[src/rtl/conv_column_mac.sv]
// Streaming 3x3 convolution window MAC: accepts three pixel columns, pairs each with
// the weights fetched one cycle later by cnt, and emits the signed 20-bit window sum.
module conv_column_mac (
    input  logic        clk,
    input  logic        rst,
    input  logic        start,
    input  logic        abort,
    input  logic [23:0] pix_col,
    input  logic        in_valid,
    output logic        in_ready,
    output logic [1:0]  cnt,
    input  logic [7:0]  w0,
    input  logic [7:0]  w1,
    input  logic [7:0]  w2,
    output logic [19:0] result,
    output logic        out_valid,
    input  logic        out_ready
);

    typedef enum logic [1:0] {IDLE, RUN, WAIT, DONE} state_e;

    state_e             state_q;
    logic [1:0]         cnt_q;
    logic [23:0]        pix_q;
    logic               s1_valid_q;
    logic               in_ready_q;
    logic               out_valid_q;
    logic signed [19:0] acc_q;
    logic signed [19:0] result_q;

    // Pixels are zero-extended and weights sign-extended to 17 bits so every
    // product is exact in 17-bit signed arithmetic.
    logic signed [16:0] px0, px1, px2;
    logic signed [16:0] wx0, wx1, wx2;
    logic signed [16:0] prod0, prod1, prod2;
    logic signed [19:0] col_sum;
    logic signed [19:0] acc_d;

    assign px0 = {9'd0, pix_q[7:0]};
    assign px1 = {9'd0, pix_q[15:8]};
    assign px2 = {9'd0, pix_q[23:16]};
    assign wx0 = {{9{w0[7]}}, w0};
    assign wx1 = {{9{w1[7]}}, w1};
    assign wx2 = {{9{w2[7]}}, w2};

    assign prod0   = px0 * wx0;
    assign prod1   = px1 * wx1;
    assign prod2   = px2 * wx2;
    assign col_sum = {{3{prod0[16]}}, prod0} + {{3{prod1[16]}}, prod1} + {{3{prod2[16]}}, prod2};
    assign acc_d   = acc_q + col_sum;

    // NOTE: all state below updates with non-blocking assignments so every branch
    // reads the values from before the edge, independent of statement order.
    always_ff @(posedge clk or posedge rst) begin
        if (rst) begin
            state_q     <= IDLE;
            cnt_q       <= 2'd0;
            pix_q       <= 24'd0;
            s1_valid_q  <= 1'b0;
            in_ready_q  <= 1'b0;
            out_valid_q <= 1'b0;
            acc_q       <= 20'sd0;
            result_q    <= 20'sd0;
        end else if (abort) begin
            state_q     <= IDLE;
            cnt_q       <= 2'd0;
            s1_valid_q  <= 1'b0;
            in_ready_q  <= 1'b0;
            out_valid_q <= 1'b0;
            acc_q       <= 20'sd0;
        end else begin
            s1_valid_q <= 1'b0;
            if (s1_valid_q) begin
                acc_q <= acc_d;
            end
            case (state_q)
                IDLE: begin
                    if (start) begin
                        state_q    <= RUN;
                        in_ready_q <= 1'b1;
                    end
                end
                RUN: begin
                    if (in_valid && in_ready_q) begin
                        pix_q      <= pix_col;
                        s1_valid_q <= 1'b1;
                        if (cnt_q == 2'd2) begin
                            cnt_q      <= 2'd0;
                            state_q    <= WAIT;
                            in_ready_q <= 1'b0;
                        end else begin
                            cnt_q <= cnt_q + 2'd1;
                        end
                    end
                end
                WAIT: begin
                    // Column 2 is in pix_q and its weights have just arrived.
                    result_q    <= acc_d;
                    out_valid_q <= 1'b1;
                    state_q     <= DONE;
                end
                DONE: begin
                    if (out_ready) begin
                        out_valid_q <= 1'b0;
                        acc_q       <= 20'sd0;
                        if (start) begin
                            state_q    <= RUN;
                            in_ready_q <= 1'b1;
                        end else begin
                            state_q <= IDLE;
                        end
                    end
                end
                default: state_q <= IDLE;
            endcase
        end
    end

    assign in_ready  = in_ready_q;
    assign cnt       = cnt_q;
    assign result    = result_q;
    assign out_valid = out_valid_q;

endmodule

[config.mk]
export PLATFORM = sky130hd
export DESIGN_NAME = conv_column_mac
export DESIGN_NICKNAME = d
export VERILOG_FILES = /design/src/rtl/conv_column_mac.sv
export SDC_FILE = /design/constraint.sdc
export NUM_CORES = 1
export LEC_CHECK = 0
export BUFFER_PORTS_ARGS = -buffer_cell sky130_fd_sc_hd__buf_2
export CORE_UTILIZATION = 57
export DETAILED_ROUTE_END_ITERATION = 10
export GPL_ROUTABILITY_DRIVEN = 0
export PLACE_DENSITY = 0.78
export REMOVE_ABC_BUFFERS = 1
export SLEW_MARGIN = 40
export SYNTH_ARGS = -nofsm -noshare
export SYNTH_HDL_FRONTEND = slang
export SYNTH_SLANG_ARGS = --single-unit
[constraint.sdc]
create_clock -name clk -period 6.3 [get_ports clk]
set_input_delay 0.315 -clock clk [delete_from_list [all_inputs] [get_ports clk]]
set_output_delay 0.315 -clock clk [all_outputs]
set_load 0.05 [all_outputs]
Word-level counts from Yosys, hierarchy flattened --
Cells that the tools add are included.
Operators by class: $mul 3, reduce and logical (&&, ||, !) cells 12, bitwise gates (word level) 1, add/subtract/negate cells 4, equal/unequal tests 8, multiplexer cells 27
Operators by type and width (number):
- $mux 20 | 4
- $mul 9x8->17 | 3
- $add 20x19->20 | 1
- $add 18x17->19 | 1
- $add 17x17->18 | 1
- $mux 2 | 9
- $ne 3x3->1 const B | 4
- $mux 1 | 11
- $pmux 2 s4 | 1
- $reduce_and 4->1 | 2
- $eq 2x2->1 const B | 3
- $reduce_and 2->1 | 3
- $reduce_bool 2->1 | 2
- $reduce_bool 4->1 | 1
- $pmux 1 s3 | 1
- $reduce_and 3->1 | 1
- $reduce_bool 3->1 | 1
- $add 2x1->2 const B | 1
- $eq 2x1->1 const B | 1
- $logic_not 2->1 | 1
- $pmux 1 s2 | 1
- $logic_and 1x1->1 | 1
- $not 1->1 | 1
Storage, ports and cells: register bits 71, input bits 54, output and inout bits 24, logic and storage cells 63

Logic depth before layout (Yosys ltp) --
depth in word-level cells 8, gate-level depth with buffers 26, depth with buffers taken out 24

Worst setup path before layout --
Ideal clock, no wire load.
path type flip-flop to flip-flop, start reg pix_q[5], end reg acc_q[17], period minus slack after synthesis 6.189 ns, library setup time 0.069 ns, arrival 6.120 ns, cell stages (with the launch flop) 24, slack 0.111 ns, data required time 6.231 ns, buffers on the path 1, cell sequence dfrtp_1 clkbuf_1 nand2_1 fa_1 inv_1 fa_1 inv_1 fa_1 fa_1 inv_1 fa_1 fa_1 inv_1 fa_1 inv_1 ha_1 a21o_1 a31o_1 a31oi_2 o31ai_4 a21boi_2 o221a_4 or4_1 nand3_1
Between the ends: word-level cells in the longest chain between the ends 8
Ends and longest elaborated chain:
- start, declared | line 24 | logic [23:0] pix_q;
- start signal, assigned | line 85 | pix_q <= pix_col;
- $mul 9x8->17 * | line 46 | assign prod0 = px0 * wx0;
- $add 17x17->18 * | line 49 | assign col_sum = {{3{prod0[16]}}, prod0} + {{3{prod1[16]}}, prod1} + {{3{prod2[16]}}, prod2};
- $add 18x17->19 * | line 49
- $add 20x19->20 * | line 50 | assign acc_d = acc_q + col_sum;
- $mux 20 * | line 73 | if (s1_valid_q) begin
- $mux 20 | line 103 | if (out_ready) begin
- $mux 20 * | line 76 | case (state_q)
- $mux 20 * | line 64 | end else if (abort) begin
- end signal, assigned | line 62 | acc_q <= 20'sd0;
- end signal, assigned | line 74 | acc_q <= acc_d;
- end signal, assigned | line 105 | acc_q <= 20'sd0;
- end, declared | line 28 | logic signed [19:0] acc_q;
Every way passes the cells marked *; elsewhere a longest branch is shown, timed or not. A chain may end at the register's enable or synchronous reset.

Worst setup path after layout --
start reg pix_q[1], end reg acc_q[17]
The elaborated chain is that of the path after synthesis.

==> flow_summary_export.csv <==
group,metric,value,unit
logic_synthesis,netlist.area_leader.share,34.5,%
timing,fin_crit,6.29,ns
status,status,"complete, but fails checks",
setup_path,worstSetupStartpointType,"flip-flop",
logic_synthesis,postSynthAreaPerCell,9.74,um2
die,core-area,18100,um2
logic_synthesis,synth_common_cells,"inv_1 (279), fa_1 (184), ha_1 (131), nand2_1 (107), and2_1 (105)",
setup_path,max_stage_delay,0.56,ns
route,first_iter_violations,369,
setup_path,crit_fanout,8,
placement,io_buffers,77,
clocking,htree_levels,3,
setup_path,critPathKind,"flip-flop to flip-flop",
route,wl_per_cell,16.0,um
final_layout,area_growth,16.1,%
setup_path,end_kind,"flip-flop",
clocking,ctsRootBufferMaster,"clkbuf_16",
final_layout,fin_util,68.4,%
timing,rsz0062_at_grt,"true",
route,via_per_inst,5.22,
route,totalWireLength,23.4,mm
global_route,track_usage,26.4,%
global_route,grt_pass1_wl,39.8,mm
clocking,cts_made_buffers,9,
global_route,overflow,0,
timing,maxSlewHeadroom,53.0,%
logic_synthesis,yosys.cell_count.top_type,"inv_1",
global_route,grt_max_degree,72,
logic_synthesis,ys_ff_latch,71,
placement,dp_hpwl,19.0,mm
final_layout,fill_cells,1367,
clocking,cts_tree,"yes",
die,start_util,58.9,%
route,drc,2,
timing,timing.final.crit_share,99.8,%
logic_synthesis,yosysSeqAreaShare,16.6,%
logic_synthesis,synthDistinctLibCells,44,
logic_synthesis,netlist_area,10700,um2
route,dr.pass1.iters,10,
timing,whs,0.157,ns
clocking,path_clk_slew,0.07,ns
setup_path,crit_chain,"buf_6, and2_4, fa_2, inv_2, fa_2, fa_1, inv_2, fa_2, fa_1, fa_1, inv_2, fa_1, inv_2, ha_4, buf_6, nand2_4, o31ai_4, a21boi_2, o221a_4, or4_4, nand3_2",
timing,fmax,159,MHz
route,ant_nets,0,
logic_synthesis,synth_edf_count,0,
logic_synthesis,yosys.area.top_type,"fa_1",
logic_synthesis,yosysWarnings,0,
final_layout,final_nets,1601,
setup_path,crit_slowest_cell,"fa_1",
die,die-area,19300,um2
logic_synthesis,synthCells,1097,
clocking,cts_buffer_depth,2,
logic_synthesis,synth-async-reset-ratio,100,%
timing,tightest_slew,0.703,ns
timing,setup_viol,0,
flow_run,cap_violations,0,
global_route,grt_pass1_vias,8322,
route,num_vias,7657,
setup_path,cp.required,6.58,ns
clocking,cts_hold_buf,0,
timing,slew_violations,0,
clocking,cts_sinks,71,
timing,finClkSkew,0.0101,ns
global_route,antenna_found_initial,0,
die,die_w,139,um
hold_path,hp-class,"input port to asynchronous set/reset pin",
timing,finalHoldViolCount,0,
timing,setup-tns-final,0,ns
die,rows,49,
die,io_pins,78,
setup_path,arrival,6.57,ns
final_layout,drive_gt1_share,21.7,%
die,fp.dieH,139,um
logic_synthesis,synth-main-ff-cell,"dfrtp_1",
logic_synthesis,synth.area.top_cells,"fa_1 (34%), dfrtp_1 (17%), ha_1 (15%)",
status,violations,"design-rule violations",
clocking,clk_latency,0.35,ns
## flip-flops by register name (all words and copies together) (netlist names)
signal and flops:
result 20, cnt 2, s1_valid_q 1, state_q 2
acc_q 20, pix_q 24, in_ready 1, out_valid 1
## repair_timing
action	4_1_cts	5_1_grt
endpoints found under the setup margin	10	20
buffers inserted	6	12
resized for setup	12	74
pin swaps	9	64
cloned	0	0
## cell usage in the layout (no fill, tap or decap), types with 4 or more instances in the layout
| cell type | n |
|---|---|
| a21oi_2 | 4 |
| mux2_2 | 27 |
| inv_2 | 16 |
| nand2_1 | 101 |
| a21oi_1 | 11 |
| clkbuf_16 | 9 |
| nand2_2 | 5 |
| dfrtp_2 | 11 |
| buf_2 | 77 |
| and2_4 | 4 |
| ha_1 | 123 |
| buf_4 | 59 |
| mux2i_1 | 7 |
| inv_6 | 4 |
| o21ai_0 | 28 |
| o21a_1 | 7 |
| buf_6 | 10 |
| xor2_1 | 6 |
| fa_1 | 178 |
| nor2_1 | 34 |
| dfrtp_1 | 60 |
| fa_2 | 6 |
| and2_1 | 101 |
| nand2b_1 | 12 |
| inv_1 | 263 |
| ha_4 | 8 |
| xnor2_1 | 10 |
## kinds of logic (layout without fill, tap and decap cells)
| logic type | Yosys count | in the layout | synth area share (%) |
|---|---|---|---|
| simple gates | 276 | 276 | 12.8 |
| compound gates | 79 | 79 | 4.94 |
| buf+inv | 302 | 442 | 10.8 |
| xor+xnor | 20 | 20 | 1.64 |
| flops | 71 | 71 | 16.6 |
| other cells | 0 | 1 | 0 |
| mux | 34 | 34 | 3.50 |
| fa+ha+maj | 315 | 315 | 49.8 |
## per-layer routing
layer | vias to the layer above | global-route usage, % | wire, um
met1 | 3876 | 33.8 | 9460
met4 | 0 | 6.43 | 518
met3 | 38 | 3.42 | 898
met2 | 179 | 47.6 | 12600
li1 | 3564 | - | -
met5 | - | 0 | 0
## final cells by class
cell class                 instances  area (um2)  share of cell area, %
antenna                            1        2.50                 0.0202
clock buffer                       9         225                   1.81
clock inverter                     7        83.8                  0.675
inverter                         280        1050                   8.47
multi-input combinational        724        8030                   64.7
sequential                        71        1790                   14.4
tap                              229         287                   2.31
timing repair buffer             146         941                   7.58
## per-stage QoR
stage | worst slack (ns) | std cells | cell area [um2]
floorplan | 0.205 | 1075 | 10600
global placement | -0.0204 | 1432 | 11600
detailed placement | -0.188 | 1432 | 11700
CTS | 0.000926 | 1454 | 12100
global route | -0.165 | 1466 | 12400
finish | 0.0109 | 1467 | 12400
## worst max-delay path: cells and delay by family (launching register included)
family	cells	cell delay (ns)
buf+inv	6	0.42
simple gates	4	0.76
compound gates	3	0.73
fa+ha+maj	8	3.85
flops	1	0.47
## final timing paths
| kind | start | end | slack [ns] | cells past startpoint |
|---|---|---|---|---|
| setup / recovery | pix_q[1] | acc_q[17] | 0.01 | 21 |
| hold / removal | rst | result[6] | 0.16 | 3 |
| setup reg to reg | pix_q[1] | acc_q[17] | 0.01 | 21 |
| hold reg to reg | result[4] | result[4] | 0.47 | 2 |
| max in group asynchronous | rst | pix_q[11] | 5.64 | 3 |
| min in group clk | pix_col[23] | pix_q[23] | 0.20 | 2 |
Power is not shown: default switching activity piles up to over one toggle a cycle in this logic, so the estimate is an artifact.
